## config.mk

```make
export PLATFORM = sky130hd
export DESIGN_NAME = pipeline_ctrl
export DESIGN_NICKNAME = d
export VERILOG_FILES = /design/src/rtl/pipeline_ctrl_pkg.sv /design/src/rtl/pipeline_ctrl_hazard_detect.sv /design/src/rtl/pipeline_ctrl.sv
export SDC_FILE = /design/constraint.sdc
export NUM_CORES = 1
export LEC_CHECK = 0
export ABC_AREA = 0
export ABC_CLOCK_PERIOD_IN_PS = 2870
export CELL_PAD_IN_SITES_DETAIL_PLACEMENT = 1
export CELL_PAD_IN_SITES_GLOBAL_PLACEMENT = 2
export CORE_MARGIN = 5
export CORE_UTILIZATION = 19
export CTS_CLUSTER_DIAMETER = 150
export DETAILED_ROUTE_END_ITERATION = 10
export PLACE_DENSITY_LB_ADDON = 0.1
export SETUP_SLACK_MARGIN = 0.15
export SLEW_MARGIN = 10
export SYNTH_ARGS = -nofsm -noshare
export SYNTH_HDL_FRONTEND = slang
export SYNTH_HIERARCHICAL = 1
export SYNTH_SLANG_ARGS = --single-unit
```

## constraint.sdc

```tcl
create_clock -name clk -period 2.87 [get_ports clk]
set_clock_uncertainty 0.2 [all_clocks]
set_input_delay 0.574 -clock clk [delete_from_list [all_inputs] [get_ports clk]]
set_output_delay 0.574 -clock clk [all_outputs]
set_load 0.05 [all_outputs]
```

## src/rtl/pipeline_ctrl_pkg.sv

```systemverilog
// Shared constants for the pipeline controller: stage indices, vector
// width, FSM encodings and small mask helpers.
package pipeline_ctrl_pkg;

    // Stage bit positions inside the stall/flush vectors
    localparam int STG_PC  = 0;
    localparam int STG_IF  = 1;
    localparam int STG_ID  = 2;
    localparam int STG_EX  = 3;
    localparam int STG_MEM = 4;
    localparam int STG_WB  = 5;

    localparam int STALL_W = 6;

    typedef logic [STALL_W-1:0] stage_vec_t;

    // Controller FSM encodings
    localparam logic [1:0] CTRL_IDLE  = 2'd0;
    localparam logic [1:0] CTRL_WAIT  = 2'd1;
    localparam logic [1:0] CTRL_FLUSH = 2'd2;

    // Every stage that keeps its contents while the redirect is prepared
    localparam stage_vec_t STALL_ALL = 6'b011111;

    // Stages cleared while the redirected PC is refetched
    localparam stage_vec_t FLUSH_VEC = 6'b011110;

    // Freeze every stage from PC up to and including stage k
    function automatic stage_vec_t stall_mask(input logic [2:0] k);
        stage_vec_t m;
        m = '0;
        for (int i = 0; i < STALL_W; i++) begin
            m[i] = (i <= int'(k));
        end
        return m;
    endfunction

    // Bubble inserted into the stage just downstream of stage k
    function automatic stage_vec_t bubble_mask(input logic [2:0] k);
        stage_vec_t m;
        m = '0;
        for (int i = 0; i < STALL_W; i++) begin
            m[i] = (i == int'(k) + 1);
        end
        return m;
    endfunction

endpackage

```

## src/rtl/pipeline_ctrl_hazard_detect.sv

```systemverilog
// Load-use hazard detector: flags an ID instruction that reads the
// destination of a load currently in EX, whose data is not forwardable yet.
module hazard_detect
    import pipeline_ctrl_pkg::*;
(
    input  logic       id_ren1_i,
    input  logic       id_ren2_i,
    input  logic [4:0] id_reg1addr_i,
    input  logic [4:0] id_reg2addr_i,
    input  logic       ex_nofwd_i,
    input  logic       ex_wren_i,
    input  logic [4:0] ex_waddr_i,
    output logic       hazard_o
);

    logic rs_match;
    logic rt_match;

    // Compare both ID source operands against the EX load destination; r0 never hazards
    always_comb begin
        rs_match = id_ren1_i && (id_reg1addr_i == ex_waddr_i);
        rt_match = id_ren2_i && (id_reg2addr_i == ex_waddr_i);
        hazard_o = ex_nofwd_i && ex_wren_i && (ex_waddr_i != 5'd0) && (rs_match || rt_match);
    end

endmodule

```

## src/rtl/pipeline_ctrl.sv

```systemverilog
// Central 5-stage pipeline controller: exception redirect sequencing plus
// per-stage stall/flush generation from stall requests and load-use hazards.
module pipeline_ctrl
    import pipeline_ctrl_pkg::*;
#(
    parameter int FLUSH_CYCLES = 1,
    parameter int PC_W         = 32
) (
    input  logic            clk,
    input  logic            rst_n,
    input  logic            if_stallreq_i,
    input  logic            id_stallreq_i,
    input  logic            ex_stallreq_i,
    input  logic            mem_stallreq_i,
    input  logic            mem_busy_i,
    input  logic            id_ren1_i,
    input  logic            id_ren2_i,
    input  logic [4:0]      id_reg1addr_i,
    input  logic [4:0]      id_reg2addr_i,
    input  logic            ex_nofwd_i,
    input  logic            ex_wren_i,
    input  logic [4:0]      ex_waddr_i,
    input  logic            exc_req_i,
    input  logic [PC_W-1:0] exc_pc_i,
    output logic [5:0]      stall_o,
    output logic [5:0]      flush_o,
    output logic            redirect_o,
    output logic [PC_W-1:0] redirect_pc_o,
    output logic            busy_o
);

    // Flush length is meaningful only in 1..7; the counter is 3 bits wide
    localparam logic [2:0] FLUSH_LOAD = 3'(FLUSH_CYCLES);

    logic [1:0]      state_q, state_d;
    logic [2:0]      cnt_q, cnt_d;
    logic            first_q, first_d;
    logic [PC_W-1:0] pc_q, pc_d;

    logic            load_use;
    logic [2:0]      stall_src;

    hazard_detect u_hazard (
        .id_ren1_i     (id_ren1_i),
        .id_ren2_i     (id_ren2_i),
        .id_reg1addr_i (id_reg1addr_i),
        .id_reg2addr_i (id_reg2addr_i),
        .ex_nofwd_i    (ex_nofwd_i),
        .ex_wren_i     (ex_wren_i),
        .ex_waddr_i    (ex_waddr_i),
        .hazard_o      (load_use)
    );

    // Next-state logic: exceptions are only accepted from IDLE, and a busy bus defers the flush
    always_comb begin
        state_d = state_q;
        cnt_d   = cnt_q;
        first_d = 1'b0;
        pc_d    = pc_q;
        case (state_q)
            CTRL_IDLE: begin
                if (exc_req_i) begin
                    pc_d = exc_pc_i;
                    if (mem_busy_i) begin
                        state_d = CTRL_WAIT;
                    end else begin
                        state_d = CTRL_FLUSH;
                        cnt_d   = FLUSH_LOAD;
                        first_d = 1'b1;
                    end
                end
            end
            CTRL_WAIT: begin
                if (!mem_busy_i) begin
                    state_d = CTRL_FLUSH;
                    cnt_d   = FLUSH_LOAD;
                    first_d = 1'b1;
                end
            end
            CTRL_FLUSH: begin
                if (cnt_q <= 3'd1) begin
                    state_d = CTRL_IDLE;
                    cnt_d   = 3'd0;
                end else begin
                    cnt_d = cnt_q - 3'd1;
                end
            end
            default: begin
                state_d = CTRL_IDLE;
                cnt_d   = 3'd0;
            end
        endcase
    end

    // State, counter, first-flush flag and latched redirect target
    always_ff @(posedge clk) begin
        if (!rst_n) begin
            state_q <= CTRL_IDLE;
            cnt_q   <= 3'd0;
            first_q <= 1'b0;
            pc_q    <= '0;
        end else begin
            state_q <= state_d;
            cnt_q   <= cnt_d;
            first_q <= first_d;
            pc_q    <= pc_d;
        end
    end

    // Highest-priority stall source in IDLE: mem > ex > id/load-use > if (0 = none)
    always_comb begin
        stall_src = 3'd0;
        if (mem_stallreq_i) begin
            stall_src = 3'(STG_MEM);
        end else if (ex_stallreq_i) begin
            stall_src = 3'(STG_EX);
        end else if (id_stallreq_i || load_use) begin
            stall_src = 3'(STG_ID);
        end else if (if_stallreq_i) begin
            stall_src = 3'(STG_IF);
        end
    end

    // Output vectors: flush/wait states override requests; exception acceptance freezes everything
    always_comb begin
        stall_o    = '0;
        flush_o    = '0;
        redirect_o = 1'b0;
        case (state_q)
            CTRL_FLUSH: begin
                flush_o    = FLUSH_VEC;
                redirect_o = first_q;
            end
            CTRL_WAIT: begin
                stall_o = STALL_ALL;
            end
            default: begin
                if (exc_req_i) begin
                    stall_o = STALL_ALL;
                end else if (stall_src != 3'd0) begin
                    stall_o = stall_mask(stall_src);
                    flush_o = bubble_mask(stall_src);
                end
            end
        endcase
    end

    assign redirect_pc_o = pc_q;
    assign busy_o        = (state_q != CTRL_IDLE);

endmodule

```

After elaboration in Yosys (flattened, before gate mapping) --
Index checks and enable logic that the tools add are counted.
Storage, ports and cells: logic and storage cells 61, register bits 38, output and inout port bits 46, input bits 59, bits in latches 0, memory bits (read-only) 0, memories kept 0, RAM bits 0
Operators by class: shift-type cells 0, magnitude comparators 6, bitwise gates (word level) 0, $add $sub $neg 2, reduce and logical (&&, ||, !) cells 14, divide/modulo/power cells 0, $mul 0, eq/ne operators 12, mux-type cells 23
Operators by type and width (count):
- 3-bit by 32-bit == test with 1-bit output (first input constant) | 2
- 2-bit by 32-bit == test with 1-bit output (first input constant) | 1
- 4-bit by 32-bit == test with 1-bit output (first input constant) | 1
- 32-bit zero test | 1
- 6-bit 2-to-1 mux | 4
- 6-bit case mux with 2 select lines | 2
- 2-bit 2-to-1 mux | 6
- 3-bit 2-to-1 mux | 4
- 5-bit == test | 2
- 3-bit case mux with 3 select lines | 1
- 2-bit by 3-bit <= comparator with 1-bit output (first input constant) | 2
- 3-bit <= comparator (first input constant) | 2
- 2-bit != test (second input constant) | 3
- 2-bit case mux with 3 select lines | 1
- 1-bit logical AND | 5
- 5-bit nonzero test | 1
- 3-bit by 1-bit adder with 4-bit output (second input constant) | 1
- 3-bit by 4-bit == test with 1-bit output (first input constant) | 1
- 1-bit 2-to-1 mux | 4
- 1-bit by 3-bit <= comparator with 1-bit output (first input constant) | 1
- 3-bit by 1-bit <= comparator with 1-bit output (second input constant) | 1
- 3-bit AND reduction | 1
- 3-bit nonzero test | 1
- 3-bit by 1-bit subtractor with 3-bit output (second input constant) | 1
- 7 further kinds | 8

Logic depth before layout (Yosys ltp) --
Gate-level depths: netlist of the first run.
depth in word-level cells 13, depth in mapped cells 7, mapped depth without buffers 6

Cells and area by module --
Netlist of the first run, hierarchy kept.
By module, submodules not included:
- pipeline_ctrl | seq. area each 760.7 sq um, cells each 203, times used 1, area an instance 1645.3 sq um
- hazard_detect | seq. area each 0.0 sq um, cells each 17, times used 1, area an instance 135.1 sq um

Worst setup path after synthesis of the first run --
OpenSTA, ideal clock, no wires.
kind input to output, start input port ex_waddr_i[2], end output port stall_o[0], stages 6, arrival 2219 ps, slack -123 ps, cells stage by stage xor2_1 -> nor4_1 -> nand3_1 -> a21oi_1 -> nor3_4 -> a21oi_1
Between the ends: word-level cells in the longest chain between the ends 12, elaborated cells on any way between the ends 16, those cells by class eq/ne: 2; mux: 6; reduce/logical: 8
RTL lines:
- from (decl) | line pipeline_ctrl.sv:22 | input logic [4:0] ex_waddr_i,
- 5-bit == test, on equally long branches | line pipeline_ctrl_hazard_detect.sv:21, pipeline_ctrl_hazard_detect.sv:22
- 1-bit logical AND, on equally long branches | line pipeline_ctrl_hazard_detect.sv:21, pipeline_ctrl_hazard_detect.sv:22
- 1-bit logical OR | line pipeline_ctrl_hazard_detect.sv:23 | hazard_o = ex_nofwd_i && ex_wren_i && (ex_waddr_i != 5'd0) && (rs_match || rt_match);
- 1-bit logical AND (*) | line pipeline_ctrl_hazard_detect.sv:23
- net load_use | line pipeline_ctrl.sv:40 | logic load_use;
- 1-bit logical OR (*) | line pipeline_ctrl.sv:117 | end else if (id_stallreq_i || load_use) begin
- 2-bit 2-to-1 mux (*) | line pipeline_ctrl.sv:117
- 2-bit 2-to-1 mux (*) | line pipeline_ctrl.sv:115 | end else if (ex_stallreq_i) begin
- 3-bit 2-to-1 mux (*) | line pipeline_ctrl.sv:113 | if (mem_stallreq_i) begin
- 3-bit nonzero test (*) | line pipeline_ctrl.sv:140 | end else if (stall_src != 3'd0) begin
- 6-bit 2-to-1 mux (*) | line pipeline_ctrl.sv:140
- 6-bit 2-to-1 mux (*) | line pipeline_ctrl.sv:138 | if (exc_req_i) begin
- 6-bit case mux with 2 select lines (*) | line pipeline_ctrl.sv:129 | case (state_q)
- to (decl) | line pipeline_ctrl.sv:25 | output logic [5:0] stall_o,
Mark *: on every way through the listed nets, which the timed path passes. The rest lies on a longest branch.

Worst setup path in the final report of the first run --
start input port ex_waddr_i[1], end output port flush_o[2]
Between the ends: word-level cells in the longest chain between the ends 13, elaborated cells on any way between the ends 18, those cells by class add/sub: 1; eq/ne: 3; mux: 6; reduce/logical: 8
RTL lines:
- 5-bit == test, on equally long branches | line pipeline_ctrl_hazard_detect.sv:21, pipeline_ctrl_hazard_detect.sv:22
- 1-bit logical AND, on equally long branches | line pipeline_ctrl_hazard_detect.sv:21, pipeline_ctrl_hazard_detect.sv:22
- 1-bit logical OR | line pipeline_ctrl_hazard_detect.sv:23
- 1-bit logical AND (*) | line pipeline_ctrl_hazard_detect.sv:23
- net load_use | line pipeline_ctrl.sv:40
- 1-bit logical OR (*) | line pipeline_ctrl.sv:117
- 2-bit 2-to-1 mux (*) | line pipeline_ctrl.sv:117
- 2-bit 2-to-1 mux (*) | line pipeline_ctrl.sv:115
- 3-bit 2-to-1 mux (*) | line pipeline_ctrl.sv:113
- 3-bit by 1-bit adder with 4-bit output | line pipeline_ctrl_pkg.sv:43 | m[i] = (i == int'(k) + 1);
- 3-bit by 32-bit == test with 1-bit output | line pipeline_ctrl_pkg.sv:43
- 6-bit 2-to-1 mux (*) | line pipeline_ctrl.sv:140
- 6-bit 2-to-1 mux (*) | line pipeline_ctrl.sv:138
- 6-bit case mux with 2 select lines (*) | line pipeline_ctrl.sv:129
- to (decl) | line pipeline_ctrl.sv:26 | output logic [5:0] flush_o,
Marks and branches as above.

==> out/results.ini, run 1 <==
[floorplan]
dieHeight_microns = 107
num_rows = 35
start_util_pct = 19.4
ioPinCount = 105
die_w_microns = 107
coreArea_sq_um = 9200
die-area_sq_um = 11400

[logic_synthesis]
ys_ff_latch = 38
yosysTopAreaCell = dfxtp_1
ys_types = 42
synth_cells = 220
synth_area_sq_um = 1780
synth_area_leaders = dfxtp_1, nand2_1, a21oi_1
yosysTopAreaCellShare_pct = 42.7
synth_area_per_cell_sq_um = 8.09
ys_seq_area_share_pct = 42.7
yosys_warnings = 6
ys.flop_type = dfxtp_1
async_flop_share_pct = 0
synth_edf_count = 0

[clocking]
clk_pin_slew_ns = 0.08
cts_sinks = 38
cts_root_buf = clkbuf_8
htreeDepth = 2
cts.path.max_buffers = 2
cts_hold_buf = 0
clk_latency_ns = 0.28
cts_tree = built
cts_buffers = 5

[route]
drt-total-wl_microns = 6280
wl_met1_microns = 2580
ant_nets = 0
drc = 0
drt-initial-drc-count = 47
via_per_inst = 4.29
dr.pass1.iters = 4
vias = 1890
top_layer = met4
wl_met3_microns = 369
wl_per_cell_microns = 14.2
wl_met2_microns = 3290

[timing]
rsz0062_at_grt = true
min_period_ns = 2.77
fmax_mhz = 361
hold_slack_ns = 0.255
final-max-slew-violation-count = 0
worst_slew_pin_slew_ns = 0.544
relSlewSlack_pct = 63.6
hold_viol = 0
finalWorstSetupSlack_ns = 0.0962
min_period_over_period_pct = 96.6
finalSetupViolCount = 0

[place]
dp_hpwl_microns = 4890
gp_congestion = 0.716
io_buffers = 102
dp_slack_ns = -0.464

[global_route]
grt_overflow = 0
grt_pass1_wl_microns = 10000
track_usage_pct = 11.1
grt_max_degree = 21
antenna_found_initial = 0
first_global_vias = 1951

[setup_path]
worst_setup_path_end_kind = output port
r2r_setup_slack_ns = 1.16
r2r-start = cnt_q[1]
r2r_end = state_q[0]
crit_type = primary input to output port
cp_max_fo = 4
r2r_cells = 6
arrival_ns = 2.00
worstSetupStartpointType = primary input
critPathRequiredTime_ns = 2.10

[hold_path]
hold-path-endpoint = redirect_pc_o[30]
min_path_type = flip-flop to flip-flop
hp-start = redirect_pc_o[30]
hold_depth = 2

[power_and_ir_drop]
power_mw = 2.10
cellPowerDensity_nw_per_um2 = 667
leakagePower_nw = 1.24
peakVddDrop_v = 0.000217

[layout]
area_growth_pct = 77.2
multiInputGateArea_sq_um = 967
nNetsFinal = 394
drive_gt1_share_pct = 17.6
regArea_sq_um = 763
fillers = 1076
n_antenna_cell = 0
fin_util_pct = 34.3

[flow_run]
drv_cap = 0

[run_status]
status = finished clean

## routing by layer
layer | track usage, % | vias to the layer above
li1 | - | 941
met1 | 12.8 | 898
met5 | 0 | -
met4 | 2.47 | 0
met2 | 20.1 | 47
met3 | 3.31 | 4
## cell type report
| class | instances | area share, % |
|---|---|---|
| Clock buffer | 6 | 2.62 |
| Clock inverter | 2 | 0.397 |
| Inverter | 9 | 1.07 |
| Multi-Input combinational cell | 162 | 30.7 |
| Sequential cell | 38 | 24.2 |
| Tap cell | 111 | 4.40 |
| Timing Repair Buffer | 113 | 36.7 |
## cells by family (layout without fill, tap and decap cells)
logic type | Yosys count | after routing | share of synthesized area, %
buffers and inverters | 21 | 130 | 6.25
other | 1 | 2 | 0.211
adder cells (fa/ha/maj) | 6 | 6 | 4.22
flip-flops | 38 | 38 | 42.7
AND/OR/NAND/NOR | 91 | 91 | 23.1
AO/OA/AOI/OAI | 53 | 53 | 18.6
XOR/XNOR | 10 | 10 | 4.92
## state kept, by name, indices dropped and copies added, names as in the netlist
| register | flops |
|---|---|
| cnt_q | 3 |
| state_q | 2 |
| redirect_pc_o | 32 |
| first_q | 1 |
## report_power, final
part / total [mW] / switching (mW) / leakage [nW] / internal (mW)
clock network: 0.385 / 0.192 / 0.0472 / 0.193
registers: 0.627 / 0.0359 / 0.312 / 0.591
logic: 1.09 / 0.643 / 0.879 / 0.449
total: 2.10 / 0.871 / 1.24 / 1.23
## Yosys cell counts, types with 2 or more instances
cell and number:
nand2_1 67, clkbuf_1 4, dfxtp_1 38, nor4_1 2, nand3_1 3, o21bai_1 2, buf_2 2, buf_4 4
buf_6 2, xnor2_1 2, ha_1 6, nor3b_1 2, and2_1 3, inv_1 8, a21oi_1 37, nor2_1 4
a21o_1 2, xor2_1 8
## how the worst max path moves through the flow
stage,startpoint,endpoint,slack (ns),cells past startpoint
global placement,ex_waddr_i[3],stall_o[0],-0.43,8
CTS,ex_waddr_i[1],flush_o[2],0.1,7
finish,ex_waddr_i[1],flush_o[2],0.1,7
floorplan,ex_waddr_i[2],stall_o[0],-0.12,6
detailed placement,ex_waddr_i[3],stall_o[0],-0.46,8
global route,state_q[0],flush_o[2],0.02,7
## critical path, cell delays in order
cell      delay [ns]
buf_8           0.11
or4_4           0.53
o211ai_2        0.18
a21oi_2         0.07
nor3_4          0.21
a21o_2          0.19
buf_12          0.13
## repair_timing
action / in CTS / in global routing
hold endpoints to repair: 0 / 0
setup buffers: 1 / 0
endpoints found under the setup margin: 7 / 6
pin swaps: 16 / 4
resized for setup: 56 / 5
## cells in the final DEF, fill, tap and decap left out, types with 2 or more instances in the layout
master	netlist	routed
clkdlybuf4s50_1	0	78
nand2_1	67	66
dfxtp_1	38	36
a21oi_1	37	34
buf_4	4	12
buf_12	0	9
inv_1	8	8
buf_2	2	8
xor2_1	8	7
clkbuf_8	0	6
ha_1	6	5
nor2_1	4	4
and2_1	3	3
a21oi_2	0	3
nand3_1	3	3
nor3_4	1	2
nor3b_1	2	2
conb_1	1	2
buf_6	2	2
dlygate4sd2_1	0	2
dfxtp_2	0	2
xnor2_1	2	2
## metrics by stage
step | area (sq um) | setup TNS [ns] | instances
global route | 3150 | 0 | 441
CTS | 3140 | 0 | 441
global placement | 3030 | -1.94 | 432
finish | 3150 | 0 | 441
floorplan | 1790 | -0.246 | 221
detailed placement | 3030 | -2.06 | 432
(Power assumes the default switching activity.)
==> run 2: changes to the inputs <==
--- a/config.mk
+++ b/config.mk
@@ -6,11 +6,11 @@
 export NUM_CORES = 1
 export LEC_CHECK = 0
 export ABC_AREA = 0
-export ABC_CLOCK_PERIOD_IN_PS = 2870
+export ABC_CLOCK_PERIOD_IN_PS = 3300
 export CELL_PAD_IN_SITES_DETAIL_PLACEMENT = 1
 export CELL_PAD_IN_SITES_GLOBAL_PLACEMENT = 2
 export CORE_MARGIN = 5
-export CORE_UTILIZATION = 19
+export CORE_UTILIZATION = 21
 export CTS_CLUSTER_DIAMETER = 150
 export DETAILED_ROUTE_END_ITERATION = 10
 export PLACE_DENSITY_LB_ADDON = 0.1
==> constraint.sdc (replaced) <==
create_clock -name clk -period 3.3 [get_ports clk]
set_clock_uncertainty 0.2 [all_clocks]
set_input_delay 0.66 -clock clk [delete_from_list [all_inputs] [get_ports clk]]
set_output_delay 0.66 -clock clk [all_outputs]
set_load 0.05 [all_outputs]
==> run 2 against run 1 <==
  * Cell count shrank 2.5%
  * Largest power group unchanged
  * Total power shrank 17%
  * Die area shrank 8.7%
  * Flip-flop and latch count is the same
  * Clock-buffer cell count is the same
  * Clock power shrank 13%
  * Setup slack gained 0.086 ns
  * Hold slack gained 0.00086 ns
  * Global-route usage grew 0.76 points
  * Sequential share of layout area grew 0.79 points
==> out/results.ini, run 2 (synthesis results as in run 1) <==
[global_route]
antenna_found_initial = 0  ; unchanged
first_global_vias = 1892  ; -3.0%
grt_overflow = 0  ; unchanged
grt_pass1_wl_microns = 9600  ; -4.3%
track_usage_pct = 11.9  ; +0.76 points
grt_max_degree = 38  ; +81%

[route]
wl_per_cell_microns = 14.2  ; -0.23%
vias = 1837  ; -2.8%
via_per_inst = 4.27  ; -0.32%
ant_nets = 0  ; unchanged
drt-initial-drc-count = 29  ; -38%
dr.pass1.iters = 3  ; -1
drc = 0  ; unchanged
drt-total-wl_microns = 6110  ; -2.7%

[clocking]
clk_pin_slew_ns = 0.07  ; about the same
postCtsSetupRepairBufs = 0  ; -1
cts_sinks = 38  ; unchanged
cts_buffers = 5  ; unchanged
cts.path.max_buffers = 2  ; unchanged
cts_tree = built
htreeDepth = 2  ; unchanged
clk_latency_ns = 0.28  ; about the same
cts_root_buf = clkbuf_8
cts_hold_buf = 0  ; unchanged

[hold_path]
min_path_type = flip-flop to flip-flop
hold_depth = 2  ; unchanged
hold-path-endpoint = redirect_pc_o[25]
hp-start = redirect_pc_o[25]

[power_and_ir_drop]
leakagePower_nw = 1.20  ; -3.0%
peakVddDrop_v = 0.000224  ; +3.1%
cellPowerDensity_nw_per_um2 = 575  ; -14%
power_mw = 1.75  ; -17%

[layout]
final_common_cell = clkdlybuf4s50_1
multiInputGateArea_sq_um = 931  ; -3.8%
regArea_sq_um = 761  ; -0.33%
fillers = 1008  ; -6.3%
area_growth_pct = 71.0
nNetsFinal = 389  ; -1.3%
drive_gt1_share_pct = 11.7  ; -5.9 points
largest_register_ff_count = 32  ; unchanged
n_antenna_cell = 0  ; unchanged
mostFrequentLayoutCells = clkdlybuf4s50_1, nand2_1, dfxtp_1, a21oi_1, buf_4

[setup_path]
slowest_stage = or4_4
r2r_end = redirect_pc_o[0]
r2r_setup_slack_ns = 1.56  ; +0.40 ns
worst_setup_path_end_kind = output port
cp_top_family = simple AND/OR/NAND/NOR gates
max_stage_delay_ns = 0.53  ; about the same
r2r_cells = 6  ; unchanged
worstSetupStartpointType = primary input
crit_type = primary input to output port
critPathRequiredTime_ns = 2.44  ; +0.34 ns
cp_max_fo = 4  ; unchanged
worstPathCellList = buf_6 > or4_4 > o211ai_2 > a21oi_2 > buf_4 > nor3_4 > a21o_1 > buf_12
r2r-start = state_q[0]
arrival_ns = 2.26  ; +0.26 ns
cp_num_buf_inv = 3  ; +1

[timing]
rsz0062_at_grt = true
worst_slew_pin_slew_ns = 0.698  ; +0.154 ns
min_period_ns = 3.12
min_period_over_period_pct = 94.5
finalSetupTns_ns = 0  ; unchanged
finalSetupViolCount = 0  ; unchanged
final-max-slew-violation-count = 0  ; unchanged
relSlewSlack_pct = 53.4  ; -10 points
hold_slack_ns = 0.255  ; +0.000857 ns
finalWorstSetupSlack_ns = 0.183  ; +0.0865 ns
fmax_mhz = 321
hold_viol = 0  ; unchanged

[run_status]
status = finished clean

[place]
gp_congestion = 0.721  ; +0.59%
dp_slack_ns = -0.150  ; +0.314 ns
io_buffers = 102  ; unchanged
dp_hpwl_microns = 4480  ; -8.3%

[floorplan]
start_util_pct = 21.6  ; +2.2 points
die-area_sq_um = 10400  ; -8.7%
die_w_microns = 102  ; -4.4%
ioPinCount = 105  ; unchanged
num_rows = 33  ; -5.7%
dieHeight_microns = 102  ; -4.4%
coreArea_sq_um = 8260  ; -10%

[flow_run]
drv_cap = 0  ; unchanged

-- run 2: changes by cell type in the layout (fill, tap and decap cells not counted), sizes merged --
cell | before | now
clkbuf | 6 | 7
dlymetal6s2s | 0 | 1
buf | 32 | 18
dlygate4sd2 | 2 | 7
clkdlybuf4s50 | 78 | 80
-- run 2: repair_timing --
item / CTS / global route
endpoints found under the setup margin: 5 / 5
resized for setup: 20 / 14
pin swaps: 9 / 8
hold endpoints to repair: 0 / 0
-- run 2: report_power, final --
part | internal, mW | switching [mW]
Combinational | 0.331 | 0.540
Clock | 0.168 | 0.167
Sequential | 0.513 | 0.0309
-- run 2: per-layer routing --
metal / vias up / track usage, % / share of wire (%)
met3: 4 / 3.41 / 6.5
met4: 0 / 3.03 / 0.72
li1: 935 / - / -
met2: 47 / 20.5 / 49
met1: 851 / 14.5 / 43
met5: - / 0 / 0
-- run 2: worst register-to-register path, stage by stage, from the launching register on --
cell,delay [ns]
dfxtp_1,0.35
inv_1,0.09
ha_1,0.27
and2_1,0.18
buf_4,0.34
nand2_1,0.11
a21oi_1,0.14
-- run 2: area by class of cell --
type / count / share of cell area [%]
Sequential cell: 38 / 25.0
Clock inverter: 2 / 0.411
Inverter: 9 / 1.11
Tap cell: 105 / 4.32
Clock buffer: 6 / 2.71
Timing Repair Buffer: 108 / 35.9
Multi-Input combinational cell: 162 / 30.6
-- run 2: how the worst max path moves through the flow --
stage                  start          to  cells past startpoint
2_1_floorplan  ex_waddr_i[2]  stall_o[0]                      6
3_3_place_gp   ex_waddr_i[2]  flush_o[2]                      8
3_5_place_dp   ex_waddr_i[4]  flush_o[2]                      8
4_1_cts        ex_waddr_i[2]  flush_o[2]                      8
5_1_grt        ex_waddr_i[0]  flush_o[2]                      8
6_report       ex_waddr_i[0]  flush_o[2]                      8
-- run 2: per-stage QoR --
step / cells / util, % / cell area (sq um)
floorplan: 221 / - / 1780
global placement: 422 / 35.7 / 2940
detailed placement: 422 / 35.7 / 2940
CTS: 430 / 36.8 / 3040
global route: 430 / 36.9 / 3040
finish: 430 / 36.9 / 3040
==> run 3: changes to the inputs <==
--- a/config.mk
+++ b/config.mk
@@ -6,11 +6,11 @@
 export NUM_CORES = 1
 export LEC_CHECK = 0
 export ABC_AREA = 0
-export ABC_CLOCK_PERIOD_IN_PS = 3300
+export ABC_CLOCK_PERIOD_IN_PS = 3000
 export CELL_PAD_IN_SITES_DETAIL_PLACEMENT = 1
 export CELL_PAD_IN_SITES_GLOBAL_PLACEMENT = 2
 export CORE_MARGIN = 5
-export CORE_UTILIZATION = 21
+export CORE_UTILIZATION = 20
 export CTS_CLUSTER_DIAMETER = 150
 export DETAILED_ROUTE_END_ITERATION = 10
 export PLACE_DENSITY_LB_ADDON = 0.1
@@ -18,5 +18,4 @@
 export SLEW_MARGIN = 10
 export SYNTH_ARGS = -nofsm -noshare
 export SYNTH_HDL_FRONTEND = slang
-export SYNTH_HIERARCHICAL = 1
 export SYNTH_SLANG_ARGS = --single-unit
==> constraint.sdc (replaced) <==
create_clock -name clk -period 3 [get_ports clk]
set_clock_uncertainty 0.2 [all_clocks]
set_input_delay 0.6 -clock clk [delete_from_list [all_inputs] [get_ports clk]]
set_output_delay 0.6 -clock clk [all_outputs]
set_load 0.05 [all_outputs]
==> run 3 against run 2 <==
  * Critical path depth is 2 lower
  * Combinational power decreased by 13%
  * Register-to-register slack worse by 0.58 ns
  * Sequential share of layout area decreased by 2.2 points
  * Critical path type unchanged
  * Non-clock buffer count rose by 11
  * First-iteration DRC count grew to 2.9 times the previous value
  * Flip-flop and latch count unchanged
  * Highest routed layer unchanged
  * Critical endpoint unchanged
  * Via count rose by 8.3%
  * Die area increased by 12%
==> out/results.ini, run 3 <==
[run_status]
status = finished clean

[setup_path]
r2r-start = state_q[1]
crit_type = primary input to output port
worst_setup_path_end_kind = output port
slowest_stage = clkdlybuf4s50_1
r2r_end = cnt_q[2]
r2r_cells = 6  ; unchanged
worstSetupStartpointType = primary input
max_stage_delay_ns = 0.47  ; -0.06 ns
cp_max_fo = 5  ; +1
r2r_setup_slack_ns = 0.98  ; -0.58 ns
worstPathCellList = clkdlybuf4s50_1 > xor2_1 > nor4_2 > a32oi_2 > a21o_1 > buf_12
arrival_ns = 1.99  ; -0.27 ns
critPathRequiredTime_ns = 2.20  ; -0.24 ns

[clocking]
cts_tree = built
cts_hold_buf = 0  ; unchanged
cts.path.max_buffers = 2  ; unchanged
cts_buffers = 5  ; unchanged
clk_pin_slew_ns = 0.08  ; about the same
cts_root_buf = clkbuf_8
cts_sinks = 38  ; unchanged
htreeDepth = 2  ; unchanged
clk_latency_ns = 0.28  ; about the same

[layout]
multiInputGateArea_sq_um = 1150  ; +24%
stdcell_count = 478  ; +11%
nNetsFinal = 413  ; +6.2%
n_antenna_cell = 0  ; unchanged
regArea_sq_um = 763  ; +0.33%
final_common_cell = clkdlybuf4s50_1
area_growth_pct = 74.6
fillers = 1113  ; +10%
mostFrequentLayoutCells = clkdlybuf4s50_1, nand2_1, dfxtp_1, a21boi_0, buf_4
largest_register_ff_count = 32  ; unchanged
drive_gt1_share_pct = 14.9  ; +3.2 points

[route]
wl_per_cell_microns = 14.1  ; -0.78%
dr.pass1.iters = 4  ; +1
via_per_inst = 4.16  ; -2.6%
ant_nets = 0  ; unchanged
drt-initial-drc-count = 85  ; +190%
drc = 0  ; unchanged
vias = 1989  ; +8.3%
drt-total-wl_microns = 6740  ; +10%

[timing]
finalSetupViolCount = 0  ; unchanged
worst_slew_pin_slew_ns = 0.545  ; -0.153 ns
fmax_mhz = 358
min_period_over_period_pct = 93.0
relSlewSlack_pct = 63.6  ; +10 points
finalSetupTns_ns = 0  ; unchanged
final-max-slew-violation-count = 0  ; unchanged
rsz0062_at_grt = true
hold_viol = 0  ; unchanged
hold_slack_ns = 0.264  ; +0.00827 ns
min_period_ns = 2.79

[power_and_ir_drop]
leakagePower_nw = 1.32  ; +10%
seqPwrFrac_pct = 33.6  ; +2.5 points
switchingPower_mw = 0.681  ; -7.7%
cellPowerDensity_nw_per_um2 = 512  ; -11%
switching_share_pct = 39.7  ; -2.4 points
power.internal_mw = 1.03  ; +2.1%
pwr-share-clk_pct = 21.9  ; +2.8 points
peakVddDrop_v = 0.000188  ; -16%
comb_power_share_pct = 44.5  ; -5.3 points

[logic_synthesis]
ys_seq_area_share_pct = 39.7  ; -3.1 points
ys_types = 40  ; -4.8%
yosysTopAreaCell = dfxtp_1
ys.flop_type = dfxtp_1
synth_cells = 234  ; +6.4%
synth_common_cells = nand2_1, dfxtp_1, a21boi_0
synth_area_per_cell_sq_um = 8.20  ; +1.3%
ys_ff_latch = 38  ; unchanged
yosysMostFrequentCell = nand2_1
synth_area_sq_um = 1920  ; +7.7%
synth_edf_count = 0  ; unchanged
yosysTopAreaCellShare_pct = 39.7  ; -3.1 points
synth_area_leaders = dfxtp_1, nand2_1, a21boi_0
yosys_warnings = 0  ; -6
async_flop_share_pct = 0  ; unchanged

[place]
dpl.cell_count = 468  ; +11%
gp_congestion = 0.691  ; -4.2%
io_buffers = 102  ; unchanged
dp_hpwl_microns = 5090  ; +14%

[hold_path]
hold-path-endpoint = redirect_pc_o[29]
hp-start = redirect_pc_o[29]
min_path_type = flip-flop to flip-flop
hold_depth = 2  ; unchanged

[global_route]
grt_pass1_wl_microns = 10800  ; +12%
grt_max_degree = 33  ; -13%
grt_overflow = 0  ; unchanged
antenna_found_initial = 0  ; unchanged
first_global_vias = 2087  ; +10%
track_usage_pct = 11.7  ; -0.16 points

[floorplan]
ioPinCount = 105  ; unchanged
num_rows = 35  ; +6.1%
dieHeight_microns = 108  ; +5.7%
die-area_sq_um = 11600  ; +12%
start_util_pct = 20.7  ; -0.90 points
coreArea_sq_um = 9280  ; +12%
die_w_microns = 108  ; +5.7%

[flow_run]
drv_cap = 0  ; unchanged

-- run 3: kinds of logic after synthesis --
group                    count (synthesis)  share of synthesized area [%]
buffers and inverters                   18                           4.04
other                                    1                          0.196
XOR/XNOR                                10                           4.57
AND/OR/NAND/NOR                        103                           23.9
AO/OA/AOI/OAI                           58                           23.7
adder cells (fa/ha/maj)                  6                           3.91
flip-flops                              38                           39.7
-- run 3: layer usage --
layer	global-route usage [%]	share of wire [%]
met3	5.01	9.5
met2	17.9	43
met5	0	0
met4	3.25	0.77
met1	15.0	47
-- run 3: worst max path at each step --
stage / startpoint / endpoint / slack, ns
after floorplan: ex_waddr_i[3] / stall_o[0] / 0.21
after global placement: ex_waddr_i[0] / stall_o[1] / -0.15
after detailed placement: ex_waddr_i[0] / stall_o[1] / -0.16
after CTS: id_reg2addr_i[3] / stall_o[2] / 0.15
after global routing: id_reg2addr_i[3] / flush_o[2] / 0.14
final: id_reg2addr_i[3] / flush_o[2] / 0.21
-- run 3: timing repair --
item | in CTS | in global routing
pin swaps | 12 | 5
endpoints found under the hold margin | 0 | 0
gates cloned | 0 | 0
setup endpoints to repair | 5 | 6
setup buffers | 2 | 0
gates resized for setup | 32 | 6
-- run 3: layout make-up --
| class | count | share of cell area, % |
|---|---|---|
| Timing Repair Buffer | 119 | 34.6 |
| Multi-Input combinational cell | 179 | 34.3 |
| Sequential cell | 38 | 22.8 |
| Tap cell | 129 | 4.82 |
| Clock buffer | 6 | 2.47 |
| Inverter | 5 | 0.561 |
| Clock inverter | 2 | 0.374 |
-- run 3: per-stage QoR --
stage | utilization [%] | setup slack (ns) | power [mW] | instance area, sq um
3_5_place_dp | 34.3 | -0.157 | 1.34 | 3180
6_report | 36.1 | 0.209 | 1.71 | 3350
5_1_grt | 36.1 | 0.143 | 1.82 | 3350
4_1_cts | 35.9 | 0.154 | 1.75 | 3330
2_1_floorplan | - | 0.211 | 1.03 | 1920
3_3_place_gp | 34.3 | -0.152 | 1.34 | 3180
-- run 3: worst max-delay path: cells and delay by family --
| kind | cells | cell delay, ns |
|---|---|---|
| buffers and inverters | 2 | 0.61 |
| AO/OA/AOI/OAI | 2 | 0.51 |
| XOR/XNOR | 1 | 0.20 |
| AND/OR/NAND/NOR | 1 | 0.08 |
-- run 3: power by group through the flow --
| stage | clock (mW) | sequential (mW) | combinational, mW |
|---|---|---|---|
| 6_report | 0.375 | 0.576 | 0.762 |
| 5_1_grt | 0.419 | 0.583 | 0.819 |
| 4_1_cts | 0.401 | 0.577 | 0.774 |
| 3_5_place_dp | 0 | 0.587 | 0.753 |
| 3_3_place_gp | 0 | 0.586 | 0.749 |
| 2_1_floorplan | 0 | 0.718 | 0.314 |
